**config.mk**
```make
export PLATFORM = sky130hd
export DESIGN_NAME = smux_seq
export DESIGN_NICKNAME = d
export VERILOG_FILES = /design/src/rtl/smux_pkg.sv /design/src/rtl/smux_sel.sv /design/src/rtl/smux_seq.sv
export SDC_FILE = /design/constraint.sdc
export NUM_CORES = 1
export LEC_CHECK = 0
export CAP_MARGIN = 20
export CORE_AREA = 10 10 207 209
export DETAILED_ROUTE_END_ITERATION = 7
export DIE_AREA = 0 0 217 219
export PLACE_DENSITY = 0.66
export SETUP_SLACK_MARGIN = 0.15
export SLEW_MARGIN = 20
export SYNTH_ARGS = -nofsm -noshare
export SYNTH_HDL_FRONTEND = slang
export SYNTH_SLANG_ARGS = --single-unit
export TNS_END_PERCENT = 1
```
**constraint.sdc**
```tcl
create_clock -name clk -period 2.75 [get_ports clk]
set_clock_uncertainty 0.05 [all_clocks]
set_input_delay 0.6875 -clock clk [delete_from_list [all_inputs] [get_ports clk]]
set_output_delay 0.6875 -clock clk [all_outputs]
set_load 0.01 [all_outputs]
```
**src/rtl/smux_pkg.sv**
```systemverilog
// Shared definitions for the sequenced round-data selector.
//   state_e      : sequencer states (IDLE, RUN)
//   MODE_*       : selection modes latched when a sequence starts
//   DEF_*        : default geometry used by smux_seq and smux_sel
package smux_pkg;

  typedef enum logic {
    IDLE = 1'b0,
    RUN  = 1'b1
  } state_e;

  localparam logic MODE_STAGED = 1'b0;
  localparam logic MODE_RR     = 1'b1;

  localparam int DEF_WIDTH  = 136;
  localparam int DEF_NUM_CH = 3;
  localparam int DEF_ROUNDS = 16;

endpackage

```
**src/rtl/smux_sel.sv**
```systemverilog
// Combinational channel selector.
//   data_in  : NUM_CH packed channels, channel k at [k*WIDTH +: WIDTH]
//   mode     : MODE_STAGED or MODE_RR
//   counter  : current round index (used in staged mode)
//   rr_idx   : counter mod NUM_CH, kept as its own register by the caller
//   sel_data : the selected channel
module smux_sel
  import smux_pkg::*;
#(
  parameter int WIDTH  = DEF_WIDTH,
  parameter int NUM_CH = DEF_NUM_CH,
  parameter int ROUNDS = DEF_ROUNDS,
  parameter int CNT_W  = $clog2(ROUNDS),
  parameter int RR_W   = $clog2(NUM_CH)
) (
  input  logic [NUM_CH*WIDTH-1:0] data_in,
  input  logic                    mode,
  input  logic [CNT_W-1:0]        counter,
  input  logic [RR_W-1:0]         rr_idx,
  output logic [WIDTH-1:0]        sel_data
);

  localparam logic [CNT_W-1:0] LAST_RND = CNT_W'(ROUNDS - 1);

  always_comb begin
    // NOTE: assigning a default before any branch keeps this block free of inferred latches.
    sel_data = data_in[0 +: WIDTH];
    if (mode == MODE_RR) begin
      // rr_idx never exceeds NUM_CH-1, so exactly one arm matches.
      for (int k = 0; k < NUM_CH; k++) begin
        if (rr_idx == RR_W'(k)) sel_data = data_in[k*WIDTH +: WIDTH];
      end
    end else if (counter == LAST_RND) begin
      sel_data = data_in[(NUM_CH-1)*WIDTH +: WIDTH];
    end else if (counter != '0) begin
      sel_data = data_in[WIDTH +: WIDTH];
    end
  end

endmodule

```
**src/rtl/smux_seq.sv**
```systemverilog
// Sequenced round-data selector with valid/ready on both sides.
//   clk, rst_n          : clock, synchronous active-low reset
//   start, mux_flag     : begin a sequence (IDLE only) and its selection mode
//   data_in, in_valid   : packed channels offered for the current round
//   in_ready            : input accepted this cycle when in_valid is also high
//   data_out, out_valid : registered selected channel
//   out_ready           : downstream takes data_out
//   counter             : round index of the next input to be accepted
//   last                : data_out belongs to the final round (qualified by out_valid)
//   busy                : sequence in progress
module smux_seq
  import smux_pkg::*;
#(
  parameter int WIDTH  = DEF_WIDTH,
  parameter int NUM_CH = DEF_NUM_CH,
  parameter int ROUNDS = DEF_ROUNDS,
  parameter int CNT_W  = $clog2(ROUNDS)
) (
  input  logic                    clk,
  input  logic                    rst_n,
  input  logic                    start,
  input  logic                    mux_flag,
  input  logic [NUM_CH*WIDTH-1:0] data_in,
  input  logic                    in_valid,
  output logic                    in_ready,
  output logic [WIDTH-1:0]        data_out,
  output logic                    out_valid,
  input  logic                    out_ready,
  output logic [CNT_W-1:0]        counter,
  output logic                    last,
  output logic                    busy
);

  localparam int               RR_W     = $clog2(NUM_CH);
  localparam logic [CNT_W-1:0] LAST_RND = CNT_W'(ROUNDS - 1);
  localparam logic [RR_W-1:0]  LAST_RR  = RR_W'(NUM_CH - 1);

  state_e             state_q, state_d;
  logic               mode_q, mode_d;
  logic [CNT_W-1:0]   counter_q, counter_d;
  logic [RR_W-1:0]    rr_idx_q, rr_idx_d;
  logic [WIDTH-1:0]   data_out_q, data_out_d;
  logic               out_valid_q, out_valid_d;
  logic               last_q, last_d;
  logic               accept;
  logic [WIDTH-1:0]   sel_data;

  // The output register is free when empty or being drained this cycle.
  assign in_ready = (state_q == RUN) && (!out_valid_q || out_ready);
  assign accept   = in_valid && in_ready;

  smux_sel #(
    .WIDTH  (WIDTH),
    .NUM_CH (NUM_CH),
    .ROUNDS (ROUNDS),
    .CNT_W  (CNT_W),
    .RR_W   (RR_W)
  ) u_sel (
    .data_in  (data_in),
    .mode     (mode_q),
    .counter  (counter_q),
    .rr_idx   (rr_idx_q),
    .sel_data (sel_data)
  );

  always_comb begin
    state_d     = state_q;
    mode_d      = mode_q;
    counter_d   = counter_q;
    rr_idx_d    = rr_idx_q;
    data_out_d  = data_out_q;
    out_valid_d = out_valid_q;
    last_d      = last_q;

    // A drain clears the output; an accept below re-fills it in the same cycle.
    if (out_ready) out_valid_d = 1'b0;

    if (accept) begin
      data_out_d  = sel_data;
      out_valid_d = 1'b1;
      last_d      = (counter_q == LAST_RND);
      if (counter_q == LAST_RND) begin
        counter_d = '0;
        rr_idx_d  = '0;
        state_d   = IDLE;
      end else begin
        counter_d = counter_q + 1'b1;
        rr_idx_d  = (rr_idx_q == LAST_RR) ? '0 : rr_idx_q + 1'b1;
      end
    end

    // accept is impossible in IDLE, so this never collides with the block above.
    if (state_q == IDLE && start) begin
      state_d   = RUN;
      mode_d    = mux_flag;
      counter_d = '0;
      rr_idx_d  = '0;
    end
  end

  always_ff @(posedge clk) begin
    // NOTE: state registers use non-blocking assignments so every flop samples pre-edge values.
    if (!rst_n) begin
      state_q     <= IDLE;
      mode_q      <= MODE_STAGED;
      counter_q   <= '0;
      rr_idx_q    <= '0;
      // NOTE: the data register is reset too, because data_out must read 0 after reset,
      // not merely be marked invalid.
      data_out_q  <= '0;
      out_valid_q <= 1'b0;
      last_q      <= 1'b0;
    end else begin
      state_q     <= state_d;
      mode_q      <= mode_d;
      counter_q   <= counter_d;
      rr_idx_q    <= rr_idx_d;
      data_out_q  <= data_out_d;
      out_valid_q <= out_valid_d;
      last_q      <= last_d;
    end
  end

  assign data_out  = data_out_q;
  assign out_valid = out_valid_q;
  assign counter   = counter_q;
  assign last      = last_q;
  assign busy      = (state_q == RUN);

endmodule

```
==> flow_summary.yaml <==
status:
  status: "finished clean"
synth:
  synth_top_family_by_area: "compound AO/OA/AOI/OAI gates"
  synthTopCellsByArea: "dfxtp_1 23%, mux2i_1 21%, o221ai_1 9.2%"
  ys_types: 36
  ys_warn_count: 0
  synth-seq-cells: 146
  synth_compound_area_share_pct: 43.0
  synthMuxAreaShare_pct: 21.3
  syn-num-nets: 1894
  synth_top_cell_area_share_pct: 22.8
  syn-cell-area_um2: 12800
  synth.largest_area_cell: "dfxtp_1"
  seq_area_frac_synth_pct: 22.8
  synthAdderAreaFrac_pct: 0.195
  synthCells: 1478
  syn_area_per_cell_um2: 8.67
  synthSimpleGateAreaFrac_pct: 5.21
  synth-xor-area-share_pct: 0.0684
hold_path:
  hold_path_class: "reg -> reg"
global_route:
  grt_overflow: 0
  met3_usage_pct: 7.59
  grt_max_degree: 136
  gr-usage-all-layers_pct: 25.6
  met1_usage_pct: 31.6
  use_met2_pct: 41.9
  grt_pass1_vias: 15400
  grt_first_pass_wirelength_mm: 97.5
  busiest_layer: "met2"
  antenna_found_initial: 8
die:
  die_y_um: 219
  core_area_um2: 38600
  start_util_pct: 33.2
  die_area_um2: 47500
  fp.dieW_um: 217
  placementRows: 72
  io_pins: 558
setup_path:
  crit_fanout: 2
  worstSetupPathType: "in -> out"
  cp-end-kind: "primary output"
  start_kind: "input port"
  critical_path_arrival_ns: 1.68
  cp.required_ns: 2.01
routing:
  drtPass1Iterations: 8
  drt_iter0_markers: 1476
  wl_mm: 65.5
  avgRoutedWirePerCell_um: 26.8
  postRouteAntennaNets: 0
  drc: 0
  viasPerCell: 6.48
  num_vias: 15800
clock_tree:
  root_buffer: "clkbuf_16"
  clock_latency_ns: 0.44
  post_cts_buffers: 0
  numCtsBuffers: 17
  cts_tree: "done"
  path_clk_slew_ns: 0.06
  htree_levels: 4
  clk_path_buf_depth: 2
  clock-sinks: 146
sta:
  fmax_mhz: 414
  worst_pin_slew_ns: 1.02
  hold_ws_ns: 0.473
  slew-limit-headroom_pct: 32.1
  rsz0062_at_grt: "false"
  period_share_pct: 87.9
  setup_violations: 0
  setup_ws_ns: 0.334
  hold_viol: 0
  finalMaxSlewViolations: 0
  layout_min_cycle_time_ns: 2.42
  setup-tns-final_ns: 0
cells_and_area:
  drive_above_1_share_pct: 9.20
  synthToLayoutAreaGrowth_pct: 52.2
  fillers: 3593
  final_core_util_pct: 50.6
  final_nets: 2318
power_and_ir_drop:
  p_leak_nw: 6.30
  ir_drop_mv: 0.357
  pwr_density_cell_nw_per_um2: 364
placement:
  globalplace.congestion: 0.844
  dp_hpwl_mm: 44.3
  port_buffers: 557
  place_ws_ns: 0.102
flow_run:
  drv_cap: 0
[power by group]
group | switching, W | total, W | internal, W
sequential | 0.0000942 | 0.00235 | 0.00225
clock | 0.00103 | 0.00240 | 0.00136
combinational | 0.00103 | 0.00235 | 0.00132
[path summary, 6_finish.rpt]
kind,cells after the start,end,startpoint,slack [ns]
max reg2reg,7,data_out[127]$_SDFFE_PN0P_,counter[0]$_SDFFE_PP0P_,0.50
max,4,in_ready,out_ready,0.33
min,2,counter[0]$_SDFFE_PP0P_,counter[0]$_SDFFE_PP0P_,0.47
min reg2reg,2,counter[0]$_SDFFE_PP0P_,counter[0]$_SDFFE_PP0P_,0.47
[worst max-delay path, stage by stage]
cell and delay [ns]:
clkdlybuf4s50_1 0.40, nand2b_1 0.15, and2_1 0.15, dlygate4sd2_1 0.28
[cells in the mapped netlist]
cell type,count
a31oi_1,1
and2_1,3
buf_4,11
dfxtp_1,146
nand4b_1,1
ha_1,2
o221a_2,92
buf_2,67
and3_1,1
o221a_1,44
o21a_1,1
a211oi_1,136
nor2b_1,1
buf_1,1
nand3_2,1
buf_6,8
a211o_1,1
a21boi_0,1
a21oi_1,5
nor3b_2,1
a22oi_1,136
nand2b_1,4
nand2_2,1
nor2_1,141
mux2i_1,273
a41oi_1,1
xor2_1,1
nand4_1,1
nand2_1,6
o21ai_0,136
o21ai_1,1
clkbuf_1,112
inv_1,2
nand3_1,3
o221ai_1,135
o22ai_1,1
[cells in the final DEF (no fill, tap or decap), drive strengths merged, types with 5 or more instances in the layout]
master / Yosys / layout
o21ai: 137 / 137
a21oi: 5 / 5
o221a: 136 / 136
nand2: 7 / 7
diode: 0 / 8
mux2i: 273 / 273
buf: 87 / 48
a211oi: 136 / 136
dfxtp: 146 / 146
a22oi: 136 / 136
clkbuf: 112 / 27
nor2: 141 / 141
clkdlybuf4s50: 0 / 555
o221ai: 135 / 135
[repair_timing]
action | in CTS | in global routing
hold buffers | 0 | 0
resized for setup | 1 | 0
endpoints found under the setup margin | 1 | 0
[through the flow]
stage / instance area [um2] / total power [W] / cells
2_1_floorplan: 12800 / 0.00340 / 1478
3_3_place_gp: 18900 / 0.00467 / 2401
3_5_place_dp: 18900 / 0.00471 / 2401
4_1_cts: 19500 / 0.00712 / 2432
5_1_grt: 19500 / 0.00738 / 2438
6_report: 19500 / 0.00709 / 2440
[metal layers]
layer,vias up,part of all wire [%]
met5,-,0.041
met4,4,2.8
met3,97,9.7
met2,906,48
met1,7867,40
li1,6943,-
[flip-flops by register name, summed over array words and instances (netlist names)]
| register | count |
|---|---|
| counter | 4 |
| rr_idx_q | 2 |
| mode_q | 1 |
| out_valid | 1 |
| busy | 1 |
| last | 1 |
| data_out | 136 |
[cell families (layout without fill, tap and decap cells)]
| kind of cell | count (synthesis) | count (layout) |
|---|---|---|
| AOI/OAI and AO/OA | 691 | 691 |
| muxes | 273 | 273 |
| buffers and inverters | 201 | 637 |
| and+or+nand+nor | 164 | 164 |
| DFF | 146 | 146 |
| adders and majority gates | 2 | 2 |
| xor gates and xnor gates | 1 | 1 |
| other | 0 | 8 |
[area by class of cell]
class / count / area [um2] / share of cell area (%)
Clock inverter: 4 / 47.5 / 0.244
Timing Repair Buffer: 604 / 6340 / 32.5
Antenna cell: 8 / 20.0 / 0.103
Clock buffer: 27 / 513 / 2.63
Tap cell: 518 / 648 / 3.32
Inverter: 2 / 7.51 / 0.0385
Multi-Input combinational cell: 1131 / 8990 / 46.1
Sequential cell: 146 / 2930 / 15.1
No activity file was read; power rests on OpenSTA's default activity.
